--- src/rtl/arm_lp_pkg.sv ---
// rtl/arm_lp_pkg.sv - shared types and constants for the memory-access stage
package arm_lp_pkg;

    typedef enum logic [1:0] {
        IDLE   = 2'd0,
        ACCESS = 2'd1,
        HOLD   = 2'd2
    } state_t;

    localparam logic [4:0] XZR_REG            = 5'd31;
    localparam int         DEFAULT_DATA_WIDTH = 32;
    localparam int         TIMEOUT_WIDTH      = 8;

    // Register 31 is the zero register: a write to it is always dropped.
    function automatic logic wb_enable(input logic reg_write, input logic [4:0] dest);
        return reg_write && (dest != XZR_REG);
    endfunction

endpackage

--- src/rtl/mem_timeout_counter.sv ---
// rtl/mem_timeout_counter.sv - cycle counter flagging a memory transaction that never acks
module mem_timeout_counter
    import arm_lp_pkg::*;
#(
    parameter int TIMEOUT_CYCLES = 15
) (
    input  logic clock,
    input  logic reset_n,
    input  logic clear,
    input  logic enable,
    output logic done
);

    logic [TIMEOUT_WIDTH-1:0] count;

    // Count waiting cycles; clear wins so a fresh transaction always starts at zero.
    always_ff @(posedge clock or negedge reset_n) begin
        if (!reset_n) begin
            count <= '0;
        end else if (clear) begin
            count <= '0;
        end else if (enable) begin
            count <= count + 1'b1;
        end
    end

    // done marks the edge at which the count reaches TIMEOUT_CYCLES, so the
    // owner can abort on that same edge rather than one cycle later.
    assign done = enable && (count == TIMEOUT_WIDTH'(TIMEOUT_CYCLES - 1));

endmodule

--- src/rtl/mem_access_stage.sv ---
// rtl/mem_access_stage.sv - memory-access pipeline stage with one outstanding transaction
module mem_access_stage
    import arm_lp_pkg::*;
#(
    parameter int DATA_WIDTH     = DEFAULT_DATA_WIDTH,
    parameter int TIMEOUT_CYCLES = 15
) (
    input  logic                  clock,
    input  logic                  reset_n,
    input  logic                  inValid,
    output logic                  inReady,
    input  logic [DATA_WIDTH-1:0] aluResult,
    input  logic [DATA_WIDTH-1:0] storeData,
    input  logic                  memReadFlag,
    input  logic                  memWriteFlag,
    input  logic                  regWrite,
    input  logic [4:0]            writeRegister,
    output logic                  memReq,
    output logic                  memWe,
    output logic [DATA_WIDTH-1:0] memAddr,
    output logic [DATA_WIDTH-1:0] memWData,
    input  logic                  memAck,
    input  logic [DATA_WIDTH-1:0] memRData,
    output logic                  wbValid,
    input  logic                  wbReady,
    output logic                  wbRegWrite,
    output logic [4:0]            wbWriteRegister,
    output logic [DATA_WIDTH-1:0] wbWriteData,
    output logic                  memError
);

    state_t state;
    state_t next_state;

    logic accept;
    logic mem_op;
    logic misaligned;
    logic start_access;
    logic timeout_done;
    logic pend_store;
    logic pend_rw;

    assign inReady      = (state == IDLE) || ((state == HOLD) && wbReady);
    assign accept       = inValid && inReady;
    assign mem_op       = memReadFlag || memWriteFlag;
    assign misaligned   = (aluResult[1:0] != 2'b00);
    assign start_access = accept && mem_op && !misaligned;

    mem_timeout_counter #(
        .TIMEOUT_CYCLES(TIMEOUT_CYCLES)
    ) u_timeout (
        .clock  (clock),
        .reset_n(reset_n),
        .clear  (start_access),
        .enable ((state == ACCESS) && !memAck),
        .done   (timeout_done)
    );

    // State register.
    always_ff @(posedge clock or negedge reset_n) begin
        if (!reset_n) begin
            state <= IDLE;
        end else begin
            state <= next_state;
        end
    end

    // Next state: a misaligned mem op skips ACCESS and reports straight to HOLD.
    always_comb begin
        next_state = state;
        case (state)
            IDLE: begin
                if (inValid) begin
                    next_state = (mem_op && !misaligned) ? ACCESS : HOLD;
                end
            end
            ACCESS: begin
                if (memAck || timeout_done) begin
                    next_state = HOLD;
                end
            end
            HOLD: begin
                if (wbReady) begin
                    if (inValid) begin
                        next_state = (mem_op && !misaligned) ? ACCESS : HOLD;
                    end else begin
                        next_state = IDLE;
                    end
                end
            end
            default: next_state = IDLE;
        endcase
    end

    // Registered outputs: request side, writeback beat, sticky error.
    always_ff @(posedge clock or negedge reset_n) begin
        if (!reset_n) begin
            memReq          <= 1'b0;
            memWe           <= 1'b0;
            memAddr         <= '0;
            memWData        <= '0;
            wbValid         <= 1'b0;
            wbRegWrite      <= 1'b0;
            wbWriteRegister <= 5'd0;
            wbWriteData     <= '0;
            memError        <= 1'b0;
            pend_store      <= 1'b0;
            pend_rw         <= 1'b0;
        end else begin
            case (state)
                ACCESS: begin
                    // Ack is checked first so it beats a timeout on the same edge.
                    if (memAck) begin
                        memReq  <= 1'b0;
                        memWe   <= 1'b0;
                        wbValid <= 1'b1;
                        if (pend_store) begin
                            wbWriteData <= '0;
                            wbRegWrite  <= 1'b0;
                        end else begin
                            wbWriteData <= memRData;
                            wbRegWrite  <= pend_rw;
                        end
                    end else if (timeout_done) begin
                        memReq      <= 1'b0;
                        memWe       <= 1'b0;
                        memError    <= 1'b1;
                        wbValid     <= 1'b1;
                        wbRegWrite  <= 1'b0;
                        wbWriteData <= '0;
                    end
                end
                HOLD: begin
                    if (wbReady && !inValid) begin
                        wbValid <= 1'b0;
                    end
                end
                default: ;
            endcase

            // A new beat only arrives in IDLE or HOLD, never while ACCESS is active.
            if (accept) begin
                wbWriteRegister <= writeRegister;
                if (!mem_op) begin
                    wbValid     <= 1'b1;
                    wbWriteData <= aluResult;
                    wbRegWrite  <= wb_enable(regWrite, writeRegister);
                end else if (misaligned) begin
                    memError    <= 1'b1;
                    wbValid     <= 1'b1;
                    wbWriteData <= '0;
                    wbRegWrite  <= 1'b0;
                end else begin
                    wbValid    <= 1'b0;
                    memReq     <= 1'b1;
                    memWe      <= memWriteFlag;
                    memAddr    <= aluResult;
                    memWData   <= storeData;
                    pend_store <= memWriteFlag;
                    pend_rw    <= wb_enable(regWrite, writeRegister);
                end
            end
        end
    end

endmodule
--- config.mk ---
export PLATFORM = sky130hd
export DESIGN_NAME = mem_access_stage
export DESIGN_NICKNAME = d
export VERILOG_FILES = /design/src/rtl/arm_lp_pkg.sv /design/src/rtl/mem_timeout_counter.sv /design/src/rtl/mem_access_stage.sv
export SDC_FILE = /design/constraint.sdc
export NUM_CORES = 1
export LEC_CHECK = 0
export ABC_AREA = 1
export BUFFER_PORTS_ARGS = -buffer_cell sky130_fd_sc_hd__buf_2
export CORE_ASPECT_RATIO = 1.4
export CORE_UTILIZATION = 40
export DETAILED_ROUTE_END_ITERATION = 6
export GPL_TIMING_DRIVEN = 0
export PLACE_DENSITY = 0.72
export SLEW_MARGIN = 20
export SYNTH_ARGS = -nofsm -noshare
export SYNTH_HDL_FRONTEND = slang
export SYNTH_HIERARCHICAL = 1
export SYNTH_SLANG_ARGS = --single-unit
export TNS_END_PERCENT = 1
--- constraint.sdc ---
create_clock -name clock -period 2.8 [get_ports clock]
set_clock_uncertainty 0.05 [all_clocks]
set_input_delay 0.42 -clock clock [delete_from_list [all_inputs] [get_ports clock]]
set_output_delay 0.42 -clock clock [all_outputs]
set_load 0.03 [all_outputs]
==> metrics.md <==
| Metric | Value |
|---|---|
| Critical Path RT | `3.04 ns` |
| Minimum clock period | `2.48 ns` |
| Syn avg cell area | `7.80 sq um` |
| IO buf count | `215` |
| Clk sinks | `118` |
| Nets@finish | `1013` |
| Die Wd | `98.3 um` |
| Tcrit/Tclk final | `88.5%` |
| Vias per cell | `4.66` |
| First-pass GRT wire length | `23.6 mm` |
| GRT Overall Usage | `22.9%` |
| Max Root-Sink Buffers | `2` |
| Antenna diode count | `0` |
| CP startpoint kind | `flip-flop` |
| Final hold viol count | `0` |
| WL final | `15.0 mm` |
| Clk_lat worst skew | `0.40 ns` |
| Sequential fraction of the synthesis area | `56.9%` |
| Mux share of post-synthesis cell area | `0%` |
| Post-synthesis cell type count | `21` |
| Area Growth Syn to Fin | `37.2%` |
| Syn_nets | `777` |
| DRC Markers | `6` |
| Largest area contributor in the netlist | `dfrtp_1` |
| Wire length on met1 | `6.06 mm` |
| Pwr per Cell Area | `1030 nW/um^2` |
| Hpwl dp | `11.0 mm` |
| HP Class | `input port to flip-flop` |
| Fmax | `403 MHz` |
| H-tree depth | `4` |
| Failing checks | `design-rule violations` |
| Synth Instances | `666` |
| Wire length on met2 | `7.87 mm` |
| Starting Density | `41.6%` |
| CP Max Fanout | `10` |
| Status | `complete, but fails checks` |
| Antenna violations before repair | `0` |
| Most frequent cells in the layout | `nand2_1, buf_2, dfrtp_1` |
| Die area | `13400 sq um` |
| Pre-CTS setup slack | `-0.0683 ns` |
| Initial DRC count | `158` |
| Synth Area in XOR/XNOR | `0%` |
| Wire per inst | `14.1 um` |
| Synth Warn # | `6` |
| Cts bufs inserted | `17` |
| FF+latch count, synth | `118` |
| Fin Setup TNS | `0 ns` |
| Compound-Gate Fraction of Synth Area | `0.867%` |
| Vias in the first global route | `4789` |
| Peak supply drop | `0.663 mV` |
| Slew Limit Fails | `0` |
| Fin worst setup slack | `0.321 ns` |
| Area share of fa/ha/maj cells after synthesis | `0.482%` |
| Core area | `12500 sq um` |
| Commonest non-fill, non-tap cell in the layout | `nand2_1` |
| Final count of negative-setup-slack endpoints | `0` |
| Slew HR | `59.8%` |
| Drt pass-1 iters | `7` |
| Rows | `48` |
| Setup Crit Path Kind | `flip-flop to flip-flop` |
| LEAKAGE | `4.29 nW` |
| DR top layer | `met4` |
| Final Wtd Congestion | `0.834` |
| DR WL met3 | `609 um` |
| Tot Pwr | `7.32 mW` |
| # Post-CTS Setup Buffers | `0` |
| Die Ht | `137 um` |
| Main area contributors after synthesis | `dfrtp_1, nand2_1, nand3_1, inv_1, nor2_1` |
| Critical Path AT | `2.72 ns` |
| Finished Layout Cells | `1064` |
| Synth top area share | `56.9%` |
| I/O pin count | `216` |
| Via count | `4955` |
| Synth Area in Simple Gates | `37.0%` |
| RSZ-0062 raised after global routing | `false` |
| Largest net degree at the start of global routing | `68` |
| Main combinational cell family by area after synthesis | `simple AND/OR/NAND/NOR gates` |
| Slew @ Worst Pin | `0.601 ns` |
| TritonCTS clock tree | `yes` |
| Global route overflow | `0` |
| Clock Pin Slew Worst Setup and Hold Paths | `0.05 ns` |
| Hold slack | `0.166 ns` |
| Area of placed instances | `6490 sq um` |
| Root buf cell | `clkbuf_16` |
| Layout cell share with drive strength beyond 1 | `30.2%` |
| Synth Cell Area | `5190 sq um` |
| Finished Cell Area | `7120 sq um` |
| Total of max-cap violations | `0` |
| Worst setup EP type | `flip-flop` |
| Util after Layout | `57.0%` |
| Placed Cells | `1032` |
| Antenna-violating nets left | `0` |
## state kept, by name, indices dropped and copies added (netlist names), 2 cells and up
name	flops
wbWriteData	32
u_timeout/count	8
memAddr	32
state	2
memWData	32
wbWriteRegister	5
## final timing paths
kind | startpoint | to | slack, ns | cells past startpoint
min reg2reg | memAddr[30] | memAddr[30] | 0.41 | 2
max | state[1] | wbWriteData[29] | 0.32 | 11
min | storeData[24] | memWData[24] | 0.17 | 3
min in group asynchronous | reset_n | memWData[31] | 0.48 | 2
max in group asynchronous | reset_n | memAddr[12] | 1.50 | 3
max reg2reg | state[1] | wbWriteData[29] | 0.32 | 11
## synth_stat cells
cell	n
ha_1	2
nor3_1	2
nand3_1	42
inv_1	23
inv_2	3
buf_2	11
o21ai_0	5
buf_4	7
clkbuf_1	10
nand2_1	406
nor2_1	18
nor2_2	2
buf_1	1
nand3_2	1
nand4_1	4
a21oi_1	4
nor4_1	1
nand2_2	2
nor2_4	3
nand2_4	1
dfrtp_1	118
## cells by family (layout without fill, tap and decap cells)
kind of cell,Yosys count,after routing
AOI/OAI and AO/OA,9,9
adders and majority gates,2,2
buffers and inverters,55,303
DFF,118,118
and+or+nand+nor,482,482
## area by class of cell
type | count | area [sq um]
timing repair buffer | 217 | 1120
multi-input combinational | 493 | 2000
fill | 1227 | 5370
sequential | 118 | 2950
tap | 150 | 188
clock inverter | 10 | 153
inverter | 26 | 97.6
clock buffer | 21 | 460
buffer | 29 | 149
## repair_timing
item                                    CTS  global route
gates resized for setup                   1             1
hold buffers                              1             0
gates cloned                              0             0
endpoints found under the setup margin   27            16
endpoints found under the hold margin    51             0
## worst max-delay path: stages (launching register included)
cell,delay (ns)
dfrtp_1,0.49
nor3_4,0.37
nand4_1,0.14
nor4_1,0.33
inv_1,0.10
nand2_1,0.08
nand2_1,0.24
buf_2,0.32
nand2_1,0.09
nand2_1,0.05
nand2_1,0.06
nand2_1,0.05
## where the power goes
| part | internal (mW) | total, mW | switching [mW] | leakage (nW) |
|---|---|---|---|---|
| logic | 0.699 | 2.53 | 1.83 | 2.47 |
| registers | 2.23 | 2.52 | 0.290 | 1.51 |
| clock network | 1.52 | 2.26 | 0.739 | 0.302 |
| total | 4.46 | 7.32 | 2.86 | 4.29 |
## layer usage
| metal | global-route usage (%) | vias up |
|---|---|---|
| li1 | - | 2509 |
| met1 | 26.5 | 2276 |
| met2 | 40.9 | 138 |
| met3 | 4.65 | 32 |
| met4 | 10.4 | 0 |
| met5 | 0 | - |
No activity file was read; power rests on OpenSTA's default activity.
